`config.mk`:
```
export PLATFORM = sky130hd
export DESIGN_NAME = uart_rx_deframer
export DESIGN_NICKNAME = d
export VERILOG_FILES = /design/src/rtl/uart_pkg.sv /design/src/rtl/uart_sync.sv /design/src/rtl/uart_rx_deframer.sv
export SDC_FILE = /design/constraint.sdc
export NUM_CORES = 1
export LEC_CHECK = 0
export ABC_AREA = 1
export BUFFER_PORTS_ARGS = -buffer_cell sky130_fd_sc_hd__buf_2
export CELL_PAD_IN_SITES_DETAIL_PLACEMENT = 0
export CELL_PAD_IN_SITES_GLOBAL_PLACEMENT = 2
export CORE_MARGIN = 5
export CORE_UTILIZATION = 31
export DETAILED_ROUTE_END_ITERATION = 12
export PLACE_DENSITY_LB_ADDON = 0.1
export SLEW_MARGIN = 20
export SYNTH_ARGS = -nofsm -noshare
export SYNTH_HDL_FRONTEND = slang
export SYNTH_HIERARCHICAL = 1
export SYNTH_SLANG_ARGS = --single-unit
export TNS_END_PERCENT = 20
```
`constraint.sdc`:
```
create_clock -name clk -period 1.7 [get_ports clk]
set_input_delay 0.34 -clock clk [delete_from_list [all_inputs] [get_ports clk]]
set_output_delay 0.34 -clock clk [all_outputs]
set_load 0.05 [all_outputs]
```
`src/rtl/uart_pkg.sv`:
```
// Shared definitions for the UART receive path: FSM encoding, default bit
// timing and data width.
package uart_pkg;

  localparam int unsigned CLKS_PER_BIT_DEF = 868;
  localparam int unsigned DATA_W           = 8;

  typedef enum logic [2:0] {
    IDLE     = 3'd0,
    START    = 3'd1,
    DATA     = 3'd2,
    STOP     = 3'd3,
    BRK_WAIT = 3'd4
  } rx_state_e;

  // Counter preload that lands the first sample in the middle of the start bit
  // (floored half for odd bit lengths).
  function automatic int unsigned half_bit_load(input int unsigned clks_per_bit);
    return (clks_per_bit / 2) - 1;
  endfunction

endpackage

```
`src/rtl/uart_sync.sv`:
```
// Multi-stage synchroniser for an asynchronous, idle-high serial line.
// Flops preset to 1 so reset never looks like a start bit.
module uart_sync #(
  parameter int STAGES = 2
) (
  input  logic clk,
  input  logic rst,
  input  logic d,
  output logic q
);

  (* ASYNC_REG = "TRUE" *) logic [STAGES-1:0] sync_q;

  // Shift the raw line through the synchroniser chain.
  always_ff @(posedge clk or negedge rst) begin
    if (!rst) begin
      sync_q <= '1;
    end else begin
      sync_q <= {sync_q[STAGES-2:0], d};
    end
  end

  assign q = sync_q[STAGES-1];

endmodule

```
`src/rtl/uart_rx_deframer.sv`:
```
// 8N1 UART receiver: mid-bit sampling, false-start rejection, break and
// framing-error detection. Byte and status pulses are registered.
//
// state    | meaning
// ---------+----------------------------------------------------------
// IDLE     | line idle, waiting for a low level with rx enabled
// START    | counting to mid start bit to confirm it is not a glitch
// DATA     | sampling 8 data bits LSB-first at mid-bit
// STOP     | counting to mid stop bit; decides valid / break / error
// BRK_WAIT | line still low after break or framing error; wait for high
module uart_rx_deframer
  import uart_pkg::*;
#(
  parameter int CLKS_PER_BIT = CLKS_PER_BIT_DEF,
  parameter int SYNC_STAGES  = 2
) (
  input  logic       clk,
  input  logic       rst,
  input  logic       uart_rxd,
  input  logic       uart_rx_en,
  output logic       uart_rx_valid,
  output logic [7:0] uart_rx_data,
  output logic       uart_rx_break,
  output logic       uart_rx_frame_err
);

  localparam int CNT_W = $clog2(CLKS_PER_BIT);
  localparam logic [CNT_W-1:0] HALF_LOAD = CNT_W'(half_bit_load(CLKS_PER_BIT));
  localparam logic [CNT_W-1:0] FULL_LOAD = CNT_W'(CLKS_PER_BIT - 1);

  logic rxs;

  rx_state_e   state_q, state_nx;
  logic [CNT_W-1:0] cnt_q, cnt_nx;
  logic [2:0]  idx_q, idx_nx;
  logic [DATA_W-1:0] sh_q, sh_nx;
  logic [DATA_W-1:0] data_q, data_nx;
  logic        valid_q, valid_nx;
  logic        brk_q, brk_nx;
  logic        ferr_q, ferr_nx;
  logic        armed_q, armed_nx;
  logic        tc;

  uart_sync #(
    .STAGES (SYNC_STAGES)
  ) u_sync (
    .clk (clk),
    .rst (rst),
    .d   (uart_rxd),
    .q   (rxs)
  );

  assign tc = (cnt_q == '0);

  // State, counters, shift register and registered outputs.
  always_ff @(posedge clk or negedge rst) begin
    if (!rst) begin
      state_q <= IDLE;
      cnt_q   <= '0;
      idx_q   <= '0;
      sh_q    <= '0;
      data_q  <= '0;
      valid_q <= 1'b0;
      brk_q   <= 1'b0;
      ferr_q  <= 1'b0;
      armed_q <= 1'b0;
    end else begin
      state_q <= state_nx;
      cnt_q   <= cnt_nx;
      idx_q   <= idx_nx;
      sh_q    <= sh_nx;
      data_q  <= data_nx;
      valid_q <= valid_nx;
      brk_q   <= brk_nx;
      ferr_q  <= ferr_nx;
      armed_q <= armed_nx;
    end
  end

  // Next-state, counter reloads and pulse generation.
  always_comb begin
    state_nx = state_q;
    cnt_nx   = tc ? cnt_q : cnt_q - 1'b1;
    idx_nx   = idx_q;
    sh_nx    = sh_q;
    data_nx  = data_q;
    valid_nx = 1'b0;
    brk_nx   = 1'b0;
    ferr_nx  = 1'b0;
    // A start is only trusted once the line has been seen high after reset.
    armed_nx = armed_q | rxs;

    case (state_q)
      IDLE: begin
        if (!rxs && uart_rx_en && armed_q) begin
          cnt_nx   = HALF_LOAD;
          state_nx = START;
        end
      end
      START: begin
        if (tc) begin
          if (rxs) begin
            state_nx = IDLE;
          end else begin
            cnt_nx   = FULL_LOAD;
            idx_nx   = '0;
            state_nx = DATA;
          end
        end
      end
      DATA: begin
        if (tc) begin
          sh_nx  = {rxs, sh_q[DATA_W-1:1]};
          cnt_nx = FULL_LOAD;
          idx_nx = idx_q + 3'd1;
          if (idx_q == 3'd7) begin
            state_nx = STOP;
          end
        end
      end
      STOP: begin
        if (tc) begin
          if (rxs) begin
            data_nx  = sh_q;
            valid_nx = 1'b1;
            state_nx = IDLE;
          end else if (sh_q == '0) begin
            brk_nx   = 1'b1;
            state_nx = BRK_WAIT;
          end else begin
            ferr_nx  = 1'b1;
            state_nx = BRK_WAIT;
          end
        end
      end
      BRK_WAIT: begin
        if (rxs) begin
          state_nx = IDLE;
        end
      end
      default: begin
        state_nx = IDLE;
      end
    endcase
  end

  assign uart_rx_valid     = valid_q;
  assign uart_rx_data      = data_q;
  assign uart_rx_break     = brk_q;
  assign uart_rx_frame_err = ferr_q;

endmodule

```
# After elaboration in Yosys (flattened, before gate mapping)
# Cells that the tools add are included.
# classes
n_reduce_logical	11
bitwise_logic	1
muxes	30
eq_ne	12
addsub	2
# ops
operator	count
$mux 10	5
$mux 3	10
$pmux 10 s3	1
$pmux 3 s5	1
$ne 2x2->1 const B	6
$mux 1	11
$logic_not 10->1	1
$sub 10x1->10 const B	1
$logic_not 8->1	1
$eq 3x2->1 const B	2
$eq 3x3->1 const B	2
$pmux 3 s2	1
$reduce_and 6->1	1
$reduce_and 4->1	1
$add 3x1->3 const B	1
$eq 3x1->1 const B	1
$logic_not 3->1	1
$reduce_and 3->1	1
$logic_and 1x1->1	2
$mux 2	1
$ne 2x1->1 const B	1
$reduce_and 2->1	1
$reduce_bool 2->1	1
$logic_not 1->1	1
$or 1x1->1	1
# word_totals
wordCells	66
input_bits	4
regBits	38

# Logic depth before layout (Yosys ltp)
# logic_depth
depth_word	5
mapped_depth	10
mapped_depth_nobuf	9

# By module
# The synthesis kept the hierarchy.
# modules_own_cells
module	instances	area_each_um2	cells_each
uart_rx_deframer	1	1931.9	223
uart_sync	1	52.6	2

# Worst setup path before layout
# No wires, ideal clock.
# synth_timing
kind	reg2reg
startpoint	reg cnt_q[0]
endpoint	reg cnt_q[0]
required_ps	1573
path_slack_ps	-173
n_path_buf	1
setup_ps	127
stages_incl_launch_ff	10
t_arrival_ps	1746
period_less_slack_ps	1873
path_cell_list	dfrtp_1 inv_1 ha_1 nand2_1 nor2_4 nand3_4 buf_2 ha_1 o31ai_1 nand2_1
# synth_between
elab_chain_cells	5
elab_cells_between_ends	8
# synth_lines
element	line_no	rtl
start, declared	uart_rx_deframer.sv:34	logic [CNT_W-1:0] cnt_q, cnt_nx;
start signal, assigned	uart_rx_deframer.sv:69	cnt_q <= cnt_nx;
$sub 10x1->10 / $logic_not 10->1 (equally long branches)	uart_rx_deframer.sv:83, uart_rx_deframer.sv:53	
$mux 10	uart_rx_deframer.sv:83	cnt_nx = tc ? cnt_q : cnt_q - 1'b1;
$mux 10	uart_rx_deframer.sv:102	if (rxs) begin
$mux 10	uart_rx_deframer.sv:101	if (tc) begin
$pmux 10 s3 *	uart_rx_deframer.sv:93	case (state_q)
named net cnt_nx[0]	uart_rx_deframer.sv:34	
# The timed path passes the listed nets; every way through them passes the cells marked *.
# A chain may end at the register's enable or synchronous reset.

# Final worst setup path
# layout_timing
startpoint	reg cnt_q[1]
endpoint	reg cnt_q[0]
# layout_between
elab_chain_cells	5
elab_cells_between_ends	7
# layout_lines
element	line_no	rtl
$logic_not 10->1 *	uart_rx_deframer.sv:53	assign tc = (cnt_q == '0);
$mux 10	uart_rx_deframer.sv:83	
$mux 10	uart_rx_deframer.sv:102	
$mux 10	uart_rx_deframer.sv:101	
$pmux 10 s3 *	uart_rx_deframer.sv:93	
named net cnt_nx[0]	uart_rx_deframer.sv:34	
# Marks and branches as above.

==> reports/summary.txt <==
Outcome -> complete, no violations
Core ar. -> 6277 um2
All-Layer GR Usage -> 0.1208
First-pass GRT wire length -> 7879 um
Min Hold Slack -> 0.1554 ns
Clk_lat worst skew -> 0.29 ns
Clk buf depth -> 2
Ys Warns -> 6
Tmin final -> 1.628 ns
Synth Instances -> 225
Setup TNS -> 0 ns
Gpl congestion -> 0.7316
R2r startpoint -> cnt_q[1]
Leading cell type in the layout, fill and taps excluded -> nand2_1
Nets -> 264
I/O pin total -> 15
Cell area after layout -> 2380 um2
Tcrit/Tclk final -> 0.9578
Starting density of the core -> 0.3161
Clock Root Buffer -> clkbuf_8
Max Clk Rate -> 614.2 MHz
Power per cell area -> 1231 nW/um2
Routed WL per cell -> 13.58 um
Worst reg2reg path depth -> 8
MaxCap Viol Count -> 0
Clk_skew -> 0.006012 ns
Total power -> 0.002930 W
Slew HR -> 0.7198
Hold Path Depth -> 1
Startpoint Class -> flip-flop
Leakage -> 1.156 nW
Largest net degree at the start of global routing -> 23
H-Tree Level Count -> 2
Detail Route Antenna Nets -> 0
Post-DP Area -> 2238 um2
Path type of the worst min-delay path -> in -> reg
Most frequent cells in the layout -> nand2_1 (57), dfrtp_1 (36), inv_1 (25), o21ai_2 (19), nand3_1 (16)
Final setup violation count -> 0
Pre-CTS setup slack -> -0.003990 ns
Vias in the first global route -> 1565
Iter 0 DRT Violations -> 38
Worst r2r dst -> cnt_q[0]
Sequential element share of the synthesized area -> 0.4805
GRT overflow -> 0
Hold endpoint -> u_sync/sync_q[0]
Final WL -> 4536 um
Vias per inst -> 4.650
Yosys reg bits -> 38
Row cnt -> 29
TritonCTS Buffers -> 5
RSZ-0062 raised after global routing -> yes
Crit path DAT -> 1.80 ns
Chip Height -> 90.01 um
I/O Buffers -> 14
Worst setup margin -> 0.07175 ns
Syn Area/Cell -> 8.820 um2
Reg2Reg Setup Slack -> 0.07 ns
ANT cells -> 0
Detailed Place HPWL -> 3386 um
Distinct cells, synth -> 28
Slew @ Worst Pin -> 0.4203 ns
CP required -> 1.87 ns
Hold wc startpoint -> uart_rxd
DR pass1 iterations -> 4
Total number of vias -> 1553
Area of the die -> 8102 um2
Synth Cell Area -> 1984 um2
Share of cells above drive strength 1 -> 0.2996
Final hold vios -> 0
Antenna violations before repair -> 0
Syn nets -> 233
# DRC -> 0
Setup crit end kind -> flip-flop
Crit-path max FO -> 7
Die Wd -> 90.01 um
Area delta synth->final -> 19.92%
Critical path class -> reg -> reg
Clk sink count -> 38
VDD IR max -> 426.8 uV
Slew Viols, Final -> 0
CTS tree -> done
Reg clk slew, reported paths -> 0.07 ns
timing repair:
| action | CTS | global route |
|---|---|---|
| hold buffers | 1 | 0 |
| hold endpoints to repair | 14 | 0 |
| resized for setup | 0 | 3 |
| gates cloned | 0 | 1 |
| endpoints found under the setup margin | 8 | 8 |
| buffers inserted | 1 | 0 |
| pin swaps | 0 | 1 |
final cells by class:
cell class / count / area [um2]
tap: 77 / 96.34
fill: 671 / 3897
multi-input combinational: 154 / 934.6
timing repair buffer: 26 / 187.7
sequential: 38 / 953.4
clock buffer: 8 / 90.09
inverter: 31 / 117.6
Yosys cell counts:
library cell	n	share of area
nand2_4	2	0.011
nor2_4	3	0.017
nand2_2	3	0.0095
o31ai_1	1	0.0038
clkinv_2	1	0.0025
inv_2	3	0.0057
o21ai_1	2	0.0050
o21ai_0	7	0.018
buf_2	1	0.0025
nor3_4	1	0.0082
o21ai_2	19	0.084
o211ai_1	3	0.011
nand4_1	7	0.022
buf_6	2	0.011
a21oi_1	5	0.013
or2_2	2	0.0063
nor2_2	1	0.0032
ha_1	4	0.025
xor2_1	2	0.0088
nor2_1	12	0.023
nand3_1	16	0.040
dfstp_2	2	0.026
inv_1	27	0.051
nor3_1	2	0.0050
dfrtp_1	36	0.45
nand2_1	58	0.11
nand3_2	1	0.0050
nand3_4	2	0.018
logic make-up (layout without fill, tap and decap cells):
family,Yosys count,count (layout),share of synthesized area
xor+xnor,2,2,0.008829
simple gates,110,111,0.2781
flops,38,38,0.4805
buf+inv,34,65,0.07314
fa+ha+maj,4,4,0.02522
compound gates,37,37,0.1343
layer usage:
layer  track usage  part of all wire  up-vias
met3       0.03005             0.026        6
met4       0.04467             0.017        0
li1              -                 -      797
met1        0.1511              0.48      735
met5             0                 0        -
met2        0.2006              0.48       15
worst max path at each step:
stage                   from               to  cells past startpoint
floorplan           cnt_q[0]         cnt_q[0]                      9
global route        cnt_q[1]  uart_rx_data[5]                      9
global placement    cnt_q[1]          sh_q[5]                      9
finish              cnt_q[1]         cnt_q[0]                      8
CTS                 cnt_q[1]  uart_rx_data[2]                      9
detailed placement  cnt_q[1]          sh_q[2]                      9
state kept, by name, summed over array words and instances (netlist names), 2 cells and up:
signal	cells
u_sync/sync_q	2
uart_rx_data	8
idx_q	3
sh_q	8
cnt_q	10
state_q	3
power breakdown:
part	total, W	switching [W]	internal (W)
clock	0.000638	0.000307	0.000331
combinational	0.00115	0.000719	0.000429
sequential	0.00114	0.000125	0.00102
total	0.00293	0.00115	0.00178
worst max-delay path, cell delays in order (launching register included):
cell	delay, ns
dfrtp_1	0.42
inv_2	0.09
ha_4	0.16
nand2_4	0.06
nor2_4	0.13
nand3_4	0.14
ha_4	0.25
o31ai_1	0.20
nand2_1	0.07
stage by stage:
stage	std cells	util
finish	334	0.3791
global placement	323	0.3566
global route	334	0.3791
detailed placement	323	0.3566
CTS	333	0.3757
floorplan	225	-
(Power assumes the default switching activity.)
